### src/rtl/alu_pkg.sv
// Shared encodings for the handshaked ALU: op codes, op field width and FSM states.
package alu_pkg;

    localparam int OP_W = 3;

    localparam logic [OP_W-1:0] OP_AND = 3'd0;
    localparam logic [OP_W-1:0] OP_OR  = 3'd1;
    localparam logic [OP_W-1:0] OP_XOR = 3'd2;
    localparam logic [OP_W-1:0] OP_NOT = 3'd3;
    localparam logic [OP_W-1:0] OP_ADD = 3'd4;
    localparam logic [OP_W-1:0] OP_SUB = 3'd5;
    localparam logic [OP_W-1:0] OP_SHL = 3'd6;
    localparam logic [OP_W-1:0] OP_SHR = 3'd7;

    typedef enum logic [1:0] {
        ST_IDLE  = 2'd0,
        ST_SHIFT = 2'd1,
        ST_HOLD  = 2'd2
    } state_t;

    function automatic logic is_shift_op(input logic [OP_W-1:0] op);
        return (op == OP_SHL) || (op == OP_SHR);
    endfunction

endpackage

### src/rtl/alu_comb_core.sv
// Single-cycle ops 0-5 (logic, ADD, SUB) producing {cout,result}; purely combinational, no state.
// Optional signed-overflow output exists only when ALU_OVF_EN is defined.
module alu_comb_core
    import alu_pkg::*;
#(
    parameter int WIDTH = 8
) (
    input  logic [WIDTH-1:0] a,
    input  logic [WIDTH-1:0] b,
    input  logic [OP_W-1:0]  op,
    output logic [WIDTH-1:0] res,
`ifdef ALU_OVF_EN
    output logic             ovf,
`endif
    output logic             cout
);

    logic [WIDTH:0] sum;
    logic [WIDTH:0] diff;

    // SUB as A + ~B + 1 so the carry out doubles as the no-borrow flag.
    assign sum  = {1'b0, a} + {1'b0, b};
    assign diff = {1'b0, a} + {1'b0, ~b} + (WIDTH+1)'(1);

    always_comb begin
        res  = '0;
        cout = 1'b0;
        case (op)
            OP_AND: res = a & b;
            OP_OR:  res = a | b;
            OP_XOR: res = a ^ b;
            OP_NOT: res = ~a;
            OP_ADD: begin
                res  = sum[WIDTH-1:0];
                cout = sum[WIDTH];
            end
            OP_SUB: begin
                res  = diff[WIDTH-1:0];
                cout = diff[WIDTH];
            end
            default: begin
                res  = '0;
                cout = 1'b0;
            end
        endcase
    end

`ifdef ALU_OVF_EN
    always_comb begin
        ovf = 1'b0;
        if (op == OP_ADD)
            ovf = (a[WIDTH-1] == b[WIDTH-1]) && (sum[WIDTH-1] != a[WIDTH-1]);
        else if (op == OP_SUB)
            ovf = (a[WIDTH-1] != b[WIDTH-1]) && (diff[WIDTH-1] != a[WIDTH-1]);
    end
`endif

endmodule

### src/rtl/alu_seq.sv
// Handshaked ALU: ops 0-5 and zero-length shifts in 1 cycle, shifts by n in n+1 cycles; in_ready low
// while shifting and follows out_ready while a result is held. ALU_OVF_EN adds the registered ovf port.
module alu_seq
    import alu_pkg::*;
#(
    parameter int WIDTH = 8
) (
    input  logic             clk,
    input  logic             rst_n,
    input  logic             in_valid,
    output logic             in_ready,
    input  logic [WIDTH-1:0] a,
    input  logic [WIDTH-1:0] b,
    input  logic [OP_W-1:0]  op,
    output logic             out_valid,
    input  logic             out_ready,
    output logic [WIDTH-1:0] result,
    output logic             cout,
    output logic             zero,
`ifdef ALU_OVF_EN
    output logic             ovf,
`endif
    output logic             neg
);

    localparam int SHW = $clog2(WIDTH);

    state_t           state_q, state_d;
    logic [WIDTH-1:0] work_q, work_d;
    logic [SHW-1:0]   cnt_q, cnt_d;
    logic             dir_q, dir_d;
    logic             sh_cout_q, sh_cout_d;
    logic [WIDTH-1:0] result_q, result_d;
    logic             cout_q, cout_d;
    logic             zero_q, zero_d;
    logic             neg_q, neg_d;

    logic [WIDTH-1:0] core_res;
    logic             core_cout;
    logic [SHW-1:0]   amt;
    logic             in_xfer;
    logic             load_res;
    logic [WIDTH-1:0] new_res;
    logic             new_cout;

`ifdef ALU_OVF_EN
    logic core_ovf;
    logic new_ovf;
    logic ovf_q, ovf_d;
`endif

    alu_comb_core #(.WIDTH(WIDTH)) u_core (
        .a    (a),
        .b    (b),
        .op   (op),
        .res  (core_res),
`ifdef ALU_OVF_EN
        .ovf  (core_ovf),
`endif
        .cout (core_cout)
    );

    assign amt       = b[SHW-1:0];
    assign in_ready  = (state_q == ST_IDLE) || ((state_q == ST_HOLD) && out_ready);
    assign out_valid = (state_q == ST_HOLD);
    assign in_xfer   = in_valid && in_ready;

    always_comb begin
        state_d   = state_q;
        work_d    = work_q;
        cnt_d     = cnt_q;
        dir_d     = dir_q;
        sh_cout_d = sh_cout_q;
        result_d  = result_q;
        cout_d    = cout_q;
        zero_d    = zero_q;
        neg_d     = neg_q;
        load_res  = 1'b0;
        new_res   = '0;
        new_cout  = 1'b0;
`ifdef ALU_OVF_EN
        ovf_d     = ovf_q;
        new_ovf   = 1'b0;
`endif
        case (state_q)
            ST_IDLE, ST_HOLD: begin
                if (in_xfer) begin
                    if (is_shift_op(op) && (amt != '0)) begin
                        work_d    = a;
                        cnt_d     = amt;
                        dir_d     = (op == OP_SHR);
                        sh_cout_d = 1'b0;
                        state_d   = ST_SHIFT;
                    end else begin
                        load_res = 1'b1;
                        new_res  = is_shift_op(op) ? a : core_res;
                        new_cout = is_shift_op(op) ? 1'b0 : core_cout;
`ifdef ALU_OVF_EN
                        new_ovf  = core_ovf;
`endif
                        state_d  = ST_HOLD;
                    end
                end else if ((state_q == ST_HOLD) && out_ready) begin
                    state_d = ST_IDLE;
                end
            end
            ST_SHIFT: begin
                // n single-bit shifts, then one cycle to publish the working value.
                if (cnt_q != '0) begin
                    work_d    = dir_q ? {1'b0, work_q[WIDTH-1:1]} : {work_q[WIDTH-2:0], 1'b0};
                    sh_cout_d = dir_q ? work_q[0] : work_q[WIDTH-1];
                    cnt_d     = cnt_q - SHW'(1);
                end else begin
                    load_res = 1'b1;
                    new_res  = work_q;
                    new_cout = sh_cout_q;
                    state_d  = ST_HOLD;
                end
            end
            default: state_d = ST_IDLE;
        endcase

        if (load_res) begin
            result_d = new_res;
            cout_d   = new_cout;
            zero_d   = (new_res == '0);
            neg_d    = new_res[WIDTH-1];
`ifdef ALU_OVF_EN
            ovf_d    = new_ovf;
`endif
        end
    end

    always_ff @(posedge clk or negedge rst_n) begin
        if (!rst_n) begin
            state_q   <= ST_IDLE;
            work_q    <= '0;
            cnt_q     <= '0;
            dir_q     <= 1'b0;
            sh_cout_q <= 1'b0;
            result_q  <= '0;
            cout_q    <= 1'b0;
            zero_q    <= 1'b0;
            neg_q     <= 1'b0;
        end else begin
            state_q   <= state_d;
            work_q    <= work_d;
            cnt_q     <= cnt_d;
            dir_q     <= dir_d;
            sh_cout_q <= sh_cout_d;
            result_q  <= result_d;
            cout_q    <= cout_d;
            zero_q    <= zero_d;
            neg_q     <= neg_d;
        end
    end

`ifdef ALU_OVF_EN
    always_ff @(posedge clk or negedge rst_n) begin
        if (!rst_n)
            ovf_q <= 1'b0;
        else
            ovf_q <= ovf_d;
    end
    assign ovf = ovf_q;
`endif

    assign result = result_q;
    assign cout   = cout_q;
    assign zero   = zero_q;
    assign neg    = neg_q;

endmodule

### config.mk
export PLATFORM = sky130hd
export DESIGN_NAME = alu_seq
export DESIGN_NICKNAME = d
export VERILOG_FILES = /design/src/rtl/alu_pkg.sv /design/src/rtl/alu_comb_core.sv /design/src/rtl/alu_seq.sv
export SDC_FILE = /design/constraint.sdc
export NUM_CORES = 1
export LEC_CHECK = 0
export CORE_MARGIN = 5
export CORE_UTILIZATION = 55
export CTS_BUF_LIST = sky130_fd_sc_hd__clkbuf_4
export CTS_CLUSTER_SIZE = 28
export DETAILED_ROUTE_END_ITERATION = 16
export HOLD_SLACK_MARGIN = 0.1
export PLACE_DENSITY_LB_ADDON = 0.1
export SLEW_MARGIN = 20
export SYNTH_ARGS = -nofsm -noshare
export SYNTH_HDL_FRONTEND = slang
export SYNTH_SLANG_ARGS = --single-unit
### constraint.sdc
create_clock -name clk -period 3.6 [get_ports clk]
set_input_delay 0.72 -clock clk [delete_from_list [all_inputs] [get_ports clk]]
set_output_delay 0.72 -clock clk [all_outputs]
set_load 0.02 [all_outputs]
==> flow_summary.toml <==
[yosys]
synth_common_cells = "nand2_1, o21ai_0, inv_1, ha_1"
synth.distinct_cells = 56
synthTopCellsByArea = "dfrtp_1, ha_1, o21ai_0"
async_flop_share_pct = 100
synth_top_area_share_pct = 24.8
syn_nets = 369
ys_warn_count = 0
ys.flop_type = "dfrtp_1"
synthCells = 318
synth_edf_count = 0
netlist_area_um2 = 2520
synth_top_area_cell = "dfrtp_1"
postSynthAreaPerCell_um2 = 7.94
ys_ff_latch = 25
synth.most_common_cell = "nand2_1"
ys_seq_area_share_pct = 24.8

[min_path]
holdPathStages = 2
min-delay-start = "sh_cout_q$_DFFE_PN0P_"
min_to = "sh_cout_q$_DFFE_PN0P_"
hp-class = "flop to flop"

[clocking]
cts_htree_levels = 1
post_cts.repair.setup_buffers = 0
clkSinkCount = 25
hold_buffers = 0
cts.clk_slew.worst_paths_ps = 150
numCtsBuffers = 3
cts_tree = "done"
cts_root_buffer = "clkbuf_4"
clk_latency_ps = 340
cts.path.max_buffers = 2
cts_resized = 0

[sta]
fin_crit_ps = 3170
whs_ps = 499
drv_slew = 0
finalClockSkew_ps = 14.1
setup_viol = 0
fmax_mhz = 316
maxSlewHeadroom_pct = 51.9
max_slew.worst_pin.slew_ps = 722
rsz0062_at_grt = "false"
finalHoldViolCount = 0
fin_crit_sh_pct = 88.0
fin_setup_tns_ps = 0

[pwr]
power_density_nw_per_um2 = 462
power_leakage_nw = 1.39
peakVddDrop_uv = 308
p_int_mw = 0.796
power_frac_comb_pct = 53.3
p_seq_share_pct = 37.2
clockPowerShare_pct = 9.5
p_switching_mw = 0.601
switching_share_pct = 43.0

[critical_path]
cp.required_ps = 3890
path_buf_inv = 2
arrival_ps = 3460
regToRegSetupSlack_ps = 1250
path_max_fanout = 4
reg2regPathDepth = 11
reg2reg_from = "cnt_q[0]$_DFFE_PN0P_"
critPathLaunchType = "primary input"
end_kind = "flop"
critPathMaxStageDelay_ps = 540
crit_family = "compound AO/OA/AOI/OAI gates"
cp_cell_sequence = "clkdlybuf4s50_1 > inv_1 > ha_1 > fa_1 > mux2_2 > a211oi_2 > a2bb2oi_2 > o311ai_1 > nor4b_1 > and4_1 > a31o_1"
r2r-end = "zero$_DFFE_PN0P_"
crit_slowest_cell = "clkdlybuf4s50_1"
worstSetupPathType = "primary input to flop"

[detailed_routing]
drtAntennaViolNets = 0
via_per_inst = 5.76
drtPass1Iterations = 4
routed_wl_mm = 6.63
drtIter0Drc = 202
vias = 2367
drc = 0
routedWlPerCell_um = 16.1

[job]
drv_cap = 0

[final_layout]
seqCellArea_um2 = 626
n_fill_cell = 402
multi_input_area_um2 = 1690
fin_nets = 411
layout-drive-gt1-share_pct = 10.3
synthToLayoutAreaGrowth_pct = 20.0
antenna_cells = 0

[global_route]
grt_pass1_wl_mm = 11.3
antenna_found_initial = 0
grtUsageTotal_pct = 22.7
grt_pass1_vias = 2266
grt_max_degree = 26
gr-total-overflow = 0

[place]
place.gp.congestion = 0.843
io_buffers = 35
dp_hpwl_mm = 5.29

[floorplanning]
io_pins = 36
die_w_um = 77.7
core_area_um2 = 4410
die_h_um = 77.7
floorplan.initialDensity_pct = 57.2
rows = 24
dieArea_um2 = 6040

[outcome]
outcome = "finished, final reports clean"
metrics by stage:
stage | area [um^2] | instances | utilization [%] | power [mW] | worst slack (ps)
after floorplan | 2520 | 318 | - | 0.976 | 832
after global placement | 3000 | 407 | 68.0 | 1.25 | 145
after detailed placement | 3000 | 407 | 68.0 | 1.27 | 67.2
after CTS | 3030 | 411 | 68.6 | 1.40 | 427
after global routing | 3030 | 411 | 68.6 | 1.52 | 267
final | 3030 | 411 | 68.6 | 1.40 | 432
routing by layer:
metal / part of all wire [%] / GRT usage, %
met1: 45 / 31.6
met2: 46 / 36.0
met3: 6.8 / 3.94
met4: 2.3 / 6.87
met5: 0 / 0
sequential cells by signal, indices dropped and copies added, names as in the netlist:
signal	cells
sh_cout_q	1
state_q	2
result	8
work_q	8
dir_q	1
zero	1
cnt_q	3
cout	1
power groups by stage:
stage	Clock (mW)	Combinational (mW)	Sequential (mW)
after floorplan	0	0.433	0.543
after global placement	0	0.727	0.518
after detailed placement	0	0.746	0.524
after CTS	0.135	0.749	0.517
after global routing	0.152	0.829	0.536
final	0.133	0.745	0.519
worst max-delay path by stage:
stage / from / to / slack (ps) / depth (start not counted)
after floorplan: a[0] / zero$_DFFE_PN0P_ / 830 / 10
after global placement: a[0] / zero$_DFFE_PN0P_ / 150 / 11
after detailed placement: a[0] / zero$_DFFE_PN0P_ / 70 / 11
after CTS: a[0] / zero$_DFFE_PN0P_ / 430 / 11
after global routing: a[0] / zero$_DFFE_PN0P_ / 270 / 11
final: a[0] / zero$_DFFE_PN0P_ / 430 / 11
cell families after synthesis:
| group | count (synthesis) | synth area share [%] |
|---|---|---|
| flip-flops | 25 | 24.8 |
| adder cells (fa/ha/maj) | 28 | 14.5 |
| multiplexers | 13 | 6.20 |
| AO/OA/AOI/OAI | 99 | 25.8 |
| buffers and inverters | 50 | 8.43 |
| XOR/XNOR | 6 | 2.08 |
| AND/OR/NAND/NOR | 97 | 18.2 |
layout by cell type, fill, tap and decap left out, types with 5 or more instances in the layout:
| cell | synthesis | layout |
|---|---|---|
| clkdlybuf4s50_1 | 0 | 35 |
| xnor2_1 | 5 | 5 |
| nor2b_1 | 7 | 7 |
| dfrtp_1 | 25 | 25 |
| nand2_1 | 36 | 36 |
| a211oi_1 | 6 | 6 |
| a21oi_1 | 21 | 21 |
| ha_1 | 26 | 26 |
| inv_1 | 29 | 29 |
| nor2_1 | 25 | 25 |
| mux2i_1 | 10 | 10 |
| nand2b_1 | 7 | 7 |
| buf_4 | 3 | 21 |
| o21ai_0 | 32 | 32 |
| nor3_1 | 6 | 6 |
layout make-up:
class	instances	area share [%]
inverters	31	3.84
well taps	52	2.15
flip-flops and latches	25	20.7
multi-input cells	243	55.7
clock buffers	3	0.744
clock inverters	1	0.165
repair buffers	56	16.8
worst min-delay path: stages, from the launching register on:
cell and delay, ps:
dfrtp_1 370, nand2_1 50, o31ai_1 50
(Power assumes the default switching activity.)
